## src/rtl/l1_mem_arbiter.sv

```systemverilog
// Shares the single-ported next-level memory bus between I-cache line refills
// (fixed-length bursts) and single-word D-cache accesses.
module l1_mem_arbiter #(
   parameter int BLOCK_WORDS   = 4,
   parameter int ADDR_W        = 32,
   parameter int DATA_W        = 32,
   parameter int MAX_DC_STREAK = 4
) (
   input  logic                           clk_i,
   input  logic                           reset_n_i,
   input  logic                           ic_req_i,
   input  logic [ADDR_W-1:0]              ic_addr_i,
   input  logic                           ic_abort_i,
   output logic                           ic_rvalid_o,
   output logic [$clog2(BLOCK_WORDS)-1:0] ic_word_idx_o,
   output logic                           ic_done_o,
   input  logic                           dc_req_i,
   input  logic                           dc_we_i,
   input  logic [ADDR_W-1:0]              dc_addr_i,
   input  logic [DATA_W-1:0]              dc_wdata_i,
   output logic                           dc_done_o,
   output logic [DATA_W-1:0]              rdata_o,
   output logic                           mem_req_o,
   output logic                           mem_we_o,
   output logic [ADDR_W-1:0]              mem_addr_o,
   output logic [DATA_W-1:0]              mem_wdata_o,
   input  logic                           mem_ack_i,
   input  logic [DATA_W-1:0]              mem_rdata_i
);

   localparam int IDX_W    = $clog2(BLOCK_WORDS);
   localparam int OFF_W    = IDX_W + 2;
   localparam int STREAK_W = $clog2(MAX_DC_STREAK + 1);

   typedef enum logic [1:0] {
      IDLE,
      IC_BURST,
      DC_XFER,
      IC_ABORT
   } state_t;

   state_t              r_state;
   logic [IDX_W-1:0]    r_beat;
   logic [STREAK_W-1:0] r_streak;
   logic [ADDR_W-1:0]   r_line_base;
   logic [ADDR_W-1:0]   r_dc_addr;
   logic                r_dc_we;
   logic [DATA_W-1:0]   r_dc_wdata;

   logic                w_streak_full;
   logic                w_ic_grant;
   logic                w_beat_last;
   logic                w_ic_beat_ok;
   logic [ADDR_W-1:0]   w_beat_addr;
   logic                w_unused;

   assign w_streak_full = (r_streak == STREAK_W'(MAX_DC_STREAK));
   // A waiting I-cache request beats the D-cache once the D-cache has had its streak.
   assign w_ic_grant    = ic_req_i & ~ic_abort_i & (~dc_req_i | w_streak_full);
   assign w_beat_last   = (r_beat == IDX_W'(BLOCK_WORDS - 1));
   assign w_beat_addr   = r_line_base | {{(ADDR_W-OFF_W){1'b0}}, r_beat, 2'b00};
   assign w_ic_beat_ok  = (r_state == IC_BURST) & mem_ack_i & ~ic_abort_i;
   assign w_unused      = ^{ic_addr_i[OFF_W-1:0], dc_addr_i[1:0]};

   assign mem_req_o     = (r_state != IDLE);
   assign mem_we_o      = (r_state == DC_XFER) & r_dc_we;
   assign mem_wdata_o   = (r_state == DC_XFER) ? r_dc_wdata : '0;
   assign ic_rvalid_o   = w_ic_beat_ok;
   assign ic_word_idx_o = w_ic_beat_ok ? r_beat : '0;
   assign ic_done_o     = w_ic_beat_ok & w_beat_last;
   assign dc_done_o     = (r_state == DC_XFER) & mem_ack_i;
   assign rdata_o       = mem_rdata_i;

   always_comb begin
      mem_addr_o = '0;
      case (r_state)
         IC_BURST, IC_ABORT: mem_addr_o = w_beat_addr;
         DC_XFER:            mem_addr_o = r_dc_addr;
         default:            mem_addr_o = '0;
      endcase
   end

   always_ff @(posedge clk_i or negedge reset_n_i) begin
      if (!reset_n_i) begin
         r_state     <= IDLE;
         r_beat      <= '0;
         r_streak    <= '0;
         r_line_base <= '0;
         r_dc_addr   <= '0;
         r_dc_we     <= 1'b0;
         r_dc_wdata  <= '0;
      end else begin
         case (r_state)
            IDLE: begin
               if (w_ic_grant) begin
                  r_line_base <= {ic_addr_i[ADDR_W-1:OFF_W], {OFF_W{1'b0}}};
                  r_beat      <= '0;
                  r_streak    <= '0;
                  r_state     <= IC_BURST;
               end else if (dc_req_i) begin
                  r_dc_addr  <= {dc_addr_i[ADDR_W-1:2], 2'b00};
                  r_dc_we    <= dc_we_i;
                  r_dc_wdata <= dc_wdata_i;
                  r_state    <= DC_XFER;
                  if (!ic_req_i)
                     r_streak <= '0;
                  else if (!w_streak_full)
                     r_streak <= r_streak + STREAK_W'(1);
               end
            end
            // An abort may not retract a raised request; it only discards the beat.
            IC_BURST: begin
               if (ic_abort_i) begin
                  if (mem_ack_i) begin
                     r_beat  <= '0;
                     r_state <= IDLE;
                  end else begin
                     r_state <= IC_ABORT;
                  end
               end else if (mem_ack_i) begin
                  if (w_beat_last) begin
                     r_beat  <= '0;
                     r_state <= IDLE;
                  end else begin
                     r_beat <= r_beat + IDX_W'(1);
                  end
               end
            end
            IC_ABORT: begin
               if (mem_ack_i) begin
                  r_beat  <= '0;
                  r_state <= IDLE;
               end
            end
            DC_XFER: begin
               if (mem_ack_i)
                  r_state <= IDLE;
            end
            default: r_state <= IDLE;
         endcase
      end
   end

endmodule

```

## config.mk

```make
export PLATFORM = sky130hd
export DESIGN_NAME = l1_mem_arbiter
export DESIGN_NICKNAME = d
export VERILOG_FILES = /design/src/rtl/l1_mem_arbiter.sv
export SDC_FILE = /design/constraint.sdc
export NUM_CORES = 1
export LEC_CHECK = 0
export CAP_MARGIN = 40
export CORE_MARGIN = 3
export CORE_UTILIZATION = 45
export CTS_BUF_LIST = sky130_fd_sc_hd__clkbuf_8
export DETAILED_ROUTE_END_ITERATION = 12
export PLACE_DENSITY_LB_ADDON = 0.3
export SYNTH_ARGS = -nofsm -noshare
export SYNTH_HDL_FRONTEND = slang
export SYNTH_SLANG_ARGS = --single-unit
export TNS_END_PERCENT = 100
```

## constraint.sdc

```tcl
create_clock -name clk_i -period 5.58 [get_ports clk_i]
set_input_delay 0.837 -clock clk_i [delete_from_list [all_inputs] [get_ports clk_i]]
set_output_delay 0.837 -clock clk_i [all_outputs]
set_load 0.01 [all_outputs]
```

==> impl_results.md <==
* RSZ-0062 raised after global routing: false
* M1 GR Usage at 0.231
* Max Slew Vio Count at 0
* Worst Path Arrival at between 2 and 3 ns
* Most common cell after layout, fill and taps aside: clkdlybuf4s50_1
* Clock skew at 0.0139 ns
* Post-synthesis cell count at 354
* Internal reg-to-reg setup slack at between 3 and 4 ns
* Max-slew headroom at 0.450
* Die area at around 12000 um2
* Slew @ Worst Pin at 0.821 ns
* # IOs at roughly 240
* Max FO, Critical Path at 38
* Starting density of the core at 0.474
* Syn_area_per_cell at ~13 um2
* Global-route usage over all layers at 0.193
* Share of layout cells above drive strength 1 at 0.250
* Reg power frac at 0.359
* Setup TNS at 0 ns
* CTS root buf: clkbuf_8
* CTS clk-pin slew, worst paths at approximately 0.1 ns
* Seq/Total Area, Yosys at 0.517
* Post-CTS setup buffer count at 0
* Nets@finish at about 620
* Sw Share at 0.327
* Final setup vio count at 0
* Die Height at about 110 um
* Largest net degree at the start of global routing at 40
* Synth warn at 0
* GRT Residual Overflow at 0
* Main flop type after synthesis: dfrtp_1
* Max Cap Viol at 0
* Cell-internal power at around 2.3 mW
* Die Span X at approximately 110 um
* CTS H-tree depth at 3
* Via count at approximately 3200
* Met3 GRT Util at 0.0900
* Drt first-iter violations at ~110
* Worst setup EP type: output port
* Initial antenna violation count at 0
* Hold crit path type: in2async
* Fmax at between 200 and 300 MHz
* Antenna cells at 0
* FF+latch count, synth at 98
* PwrDens at around 540 nW/um2
* Core box area at approximately 10000 um2
* Period minus WS final at around 3.4 ns
* Leak at 2.81 nW
* WL per Instance at 18.1 um
* Post-detail-place hpwl at about 8000 um
* Top cell type by total area after synthesis: dfrtp_1
* Clk network pwr share at 0.130
* Worst Path Required at about 4.7 ns
* Fin. Hold Viols at 0
* Sw Pwr at around 1.1 mW
* GP Congestion at between 0.7 and 0.8
* Layout area overhead at 36.3%
* Reg2reg path depth at 6
* IO buf count at ~170
* Antenna Nets Post-Route at 0
* RR Endpoint: r_dc_addr[14]
* Post-cts resize count at 0
* Status: complete, no violations
* Clock Sinks at 98
* VDD IR max at roughly 0.00026 V
* Most frequent cells in the layout: 164 x clkdlybuf4s50_1, 98 x dfrtp_1, 64 x mux2_2, 37 x and2_1, 29 x a22o_1
* Pwr Total at 3.48 mW
* Number of global-route vias before repair at 3467
* Clock Path Buffers at 2
* R2r startpoint: r_streak[0]
* Total Wirelength at 11200 um
* Number of synthesized flops with an enable pin at 0
* Row count at 36
* Cts bufs inserted at 9
* Setup crit start kind: flop
* Count of different cell masters after synthesis at 35
* Crit path kind: reg2out
* CTS Hold Bufs at 0
* CTS tree: built
* Busiest layer in global routing: met2
* Drt drc at 0
* Vias per inst at 5.09
* Period utilization at 0.612
* GR met2 Demand/Resource at 0.307
* Logic pwr share at 0.510
* Netlist Area Pre-Place at between 4000 and 5000 um2
* Worst skew pair latency at ~0.36 ns
* Area contributors post-synth: dfrtp_1 52%, mux2_2 15%, mux2_4 8.5%
* DR pass1 iterations at 4
* Top cell type's share of synthesized area at 0.517
* FFs w/ async S/R, synth at 1.00
* FILL cells at ~800
* First-pass GRT wire length at 17700 um
worst max-delay path by stage:
stage                          start               to  slack, ns  cells past startpoint
after floorplan           r_state[0]   mem_addr_o[10]       3.35                      5
after global placement    ic_abort_i    r_dc_wdata[6]       2.25                      5
after detailed placement  ic_abort_i    r_dc_addr[20]       2.17                      5
after CTS                 r_state[1]  mem_wdata_o[31]       2.10                      4
after global routing      r_state[1]   mem_addr_o[30]       1.93                      4
final                     r_state[1]  mem_wdata_o[31]       2.17                      4
registers in the layout, summed over array words and instances (netlist names):
register     flops
r_beat           2
r_dc_addr       30
r_dc_wdata      32
r_dc_we          1
r_line_base     28
r_state          2
r_streak         3
critical path: stages, from the launching register on:
cell and delay (ns):
dfrtp_1 0.48, nor2b_4 0.52, buf_4 0.46, and2_1 0.19, clkdlybuf4s50_1 0.56
logic make-up after synthesis:
kind of cell | Yosys count | synth area share
AO/OA/AOI/OAI | 43 | 0.0757
adder cells (fa/ha/maj) | 3 | 0.00791
buffers and inverters | 60 | 0.0862
flip-flops | 98 | 0.517
multiplexers | 92 | 0.239
other | 1 | 0.000790
AND/OR/NAND/NOR | 57 | 0.0730
cell usage after synthesis (2+ instances only):
cell type and instances:
clkbuf_1 9, mux2_2 64, a41oi_1 2, a21boi_0 2, nand3_1 2, and2_1 37
buf_2 7, ha_1 3, buf_4 34, mux2_4 27, nand2_1 8, dfrtp_1 98
inv_1 4, a22o_1 29, buf_6 2, o21ai_0 3, nor2b_1 4, buf_12 2
layout make-up:
type / instances / area [um2] / share of cell area
clock buffer: 11 / 151 / 0.0234
sequential: 98 / 2450 / 0.379
inverter: 5 / 18.8 / 0.00290
timing repair buffer: 172 / 1730 / 0.267
tap: 133 / 166 / 0.0257
clock inverter: 5 / 45.0 / 0.00697
multi-input combinational: 197 / 1900 / 0.295
layer usage:
metal,vias up,routed length [um]
met1,1551,4490
met2,139,5250
li1,1454,-
met4,0,180
met5,-,0
met3,18,1290
per-stage QoR:
stage                     area [um2]  utilization  cells  setup slack [ns]  hold WS [ns]
after floorplan                 4750            -    355              3.35         0.471
after global routing            6460        0.647    621              1.93         0.397
after detailed placement        6270        0.627    605              2.17         0.484
final                           6460        0.647    621              2.17         0.395
after global placement          6230        0.623    603              2.25         0.479
after CTS                       6460        0.647    621              2.10         0.393
power groups by stage:
| stage | Sequential [mW] | Clock [mW] | Combinational [mW] |
|---|---|---|---|
| 2_1_floorplan | 1.21 | 0 | 1.07 |
| 3_5_place_dp | 1.26 | 0 | 1.80 |
| 6_report | 1.25 | 0.453 | 1.78 |
| 3_3_place_gp | 1.24 | 0 | 1.76 |
| 4_1_cts | 1.25 | 0.468 | 1.81 |
| 5_1_grt | 1.30 | 0.498 | 1.93 |
Power figures use the tool's default switching activity.
==> variant: new RTL, same settings <==
Make the reset (`reset_n_i`) synchronous in one clocked block.
--- a/src/rtl/l1_mem_arbiter.sv
+++ b/src/rtl/l1_mem_arbiter.sv
@@ -80,7 +80,7 @@
       endcase
    end
 
-   always_ff @(posedge clk_i or negedge reset_n_i) begin
+   always_ff @(posedge clk_i) begin
       if (!reset_n_i) begin
          r_state     <= IDLE;
          r_beat      <= '0;
Check against the original RTL: differs if reset_n_i is asserted again (counterexample within 4 cycles, from zero or initial values and one cycle with reset_n_i low); with reset_n_i held inactive, the same outputs for 4 cycles.
==> variant against the original RTL <==
  * Utilization down 2.3 points
  * Fmax down 10%
  * Critical path depth unchanged
  * Final area up 1.4%
  * Sequential cell count unchanged
  * Largest cell class is now multi-input combinational cells
  * Critical path type is now input pin to output port
  * Area after synthesis up 4.2%
  * Global-route usage up 0.12 points
  * Routed wire length up 10%
  * Worst setup slack worse by 0.39 ns
Power is not compared: it rests on default switching activity, and its combinational part moved more than twofold at a synthesized area within 25%.
==> variant: results (changes against the original RTL) <==
* Status: finished clean
* Slowest stage cell on the critical path: nor4bb_1
* Critical Path End: ic_done_o
* Vias in the first global route at 4186 (+21%)
* Placed instance count at 843 (+39%)
* Critical R2R Launch: r_state[1]
* Synth top cells by count: nand2_1 (237), dfxtp_1 (98), mux2i_1 (91)
* M1 GR Usage at 0.238 (+0.00680)
* Signal buffers share of area at 0.266 (-0.00114)
* Drt first pass iters at 6 (+2)
* Mux cell area share after synthesis at 0.184 (-0.0553)
* Cells after Synth at 614 (+73%)
* Nets@finish at 856 (+38%)
* Invs w/o clock at 4 (-1)
* Hold Crit Class: flop to flop
* Netlist cell types at 31 (-11%)
* First-pass GRT wire length at 20200 microns (+14%)
* Min cycle time layout at 3.80 ns (+0.386 ns)
* Util after Layout at 0.624 (-0.0229)
* Sequential cell area share at 0.300 (-0.0798)
* Clk_skew at 0.0139 ns (+0.0000694 ns)
* Register area share after synthesis at 0.397 (-0.120)
* Worst setup startpoint: mem_ack_i
* Vias post-DR at 4262 (+35%)
* Place WS at 1.78 ns (-0.388 ns)
* Critical path's largest stage delay at 0.72 ns (+0.16 ns)
* Int Power at 1.09 mW
* Async SR Flop Fraction at 0 (-1.00)
* Rel. slew slack at 0.405 (-0.0453)
* Largest net degree at the start of global routing at 134 (+240%)
* Placed cell areas at 6370 sq um (+1.6%)
* Clock network share of area at 0.0284 (-0.00194)
* Met3 GRT Util at 0.0862 (-0.00375)
* Number of antenna violations at the first check in global routing at 0 (unchanged)
* Multi-In Gates at 433 (+120%)
* Met3 wire length at 1240 microns (-4.2%)
* Layout cell share with drive strength beyond 1 at 0.0387 (-0.211)
* Worst r2r dst: r_dc_we
* Worst-path fanout max at 6 (-84%)
* CLK BUF at 9 (-2)
* Site Rows at 37 (+2.8%)
* GRT Total Usage at 0.194 (+0.00118)
* Final GP Congestion at 0.845 (+11%)
* Met2 wire length at 5690 microns (+8.3%)
* DP HPWL at 8470 microns (+6.7%)
* Metal-1 WL at 5240 microns (+17%)
* Fillcell total at 954 (+20%)
* Total wire length at 12300 microns (+10%)
* Met2 global-route usage at 0.311 (+0.00478)
* Multi-input gate area at 2480 sq um (+30%)
* Worst EP arrival at 2.96 ns (+0.38 ns)
* R2r setup slk at 2.93 ns (-0.21 ns)
variant: cell count changes after synthesis, moves of 7 or more:
cell and change:
o21ai_0 +24, buf_6 +7, mux2_4 -27, mux2_2 -64
clkbuf_1 +26, dfxtp_1 +98, nand2_1 +229, mux2i_1 +90
a22o_1 -25, dfrtp_1 -98
variant: power groups by stage:
| stage | Sequential [mW] | Combinational [mW] | Clock, mW |
|---|---|---|---|
| after detailed placement | 0.783 | 0.264 | 0 |
| after CTS | 0.767 | 0.266 | 0.461 |
| after global routing | 0.772 | 0.287 | 0.491 |
| final | 0.767 | 0.262 | 0.444 |
| after floorplan | 0.772 | 0.173 | 0 |
| after global placement | 0.783 | 0.252 | 0 |
variant: per-stage QoR:
stage / power, mW / hold WS [ns]
6_report: 1.47 / 0.456
5_1_grt: 1.55 / 0.471
4_1_cts: 1.49 / 0.459
3_5_place_dp: 1.05 / 0.445
3_3_place_gp: 1.04 / 0.437
2_1_floorplan: 0.945 / 0.430
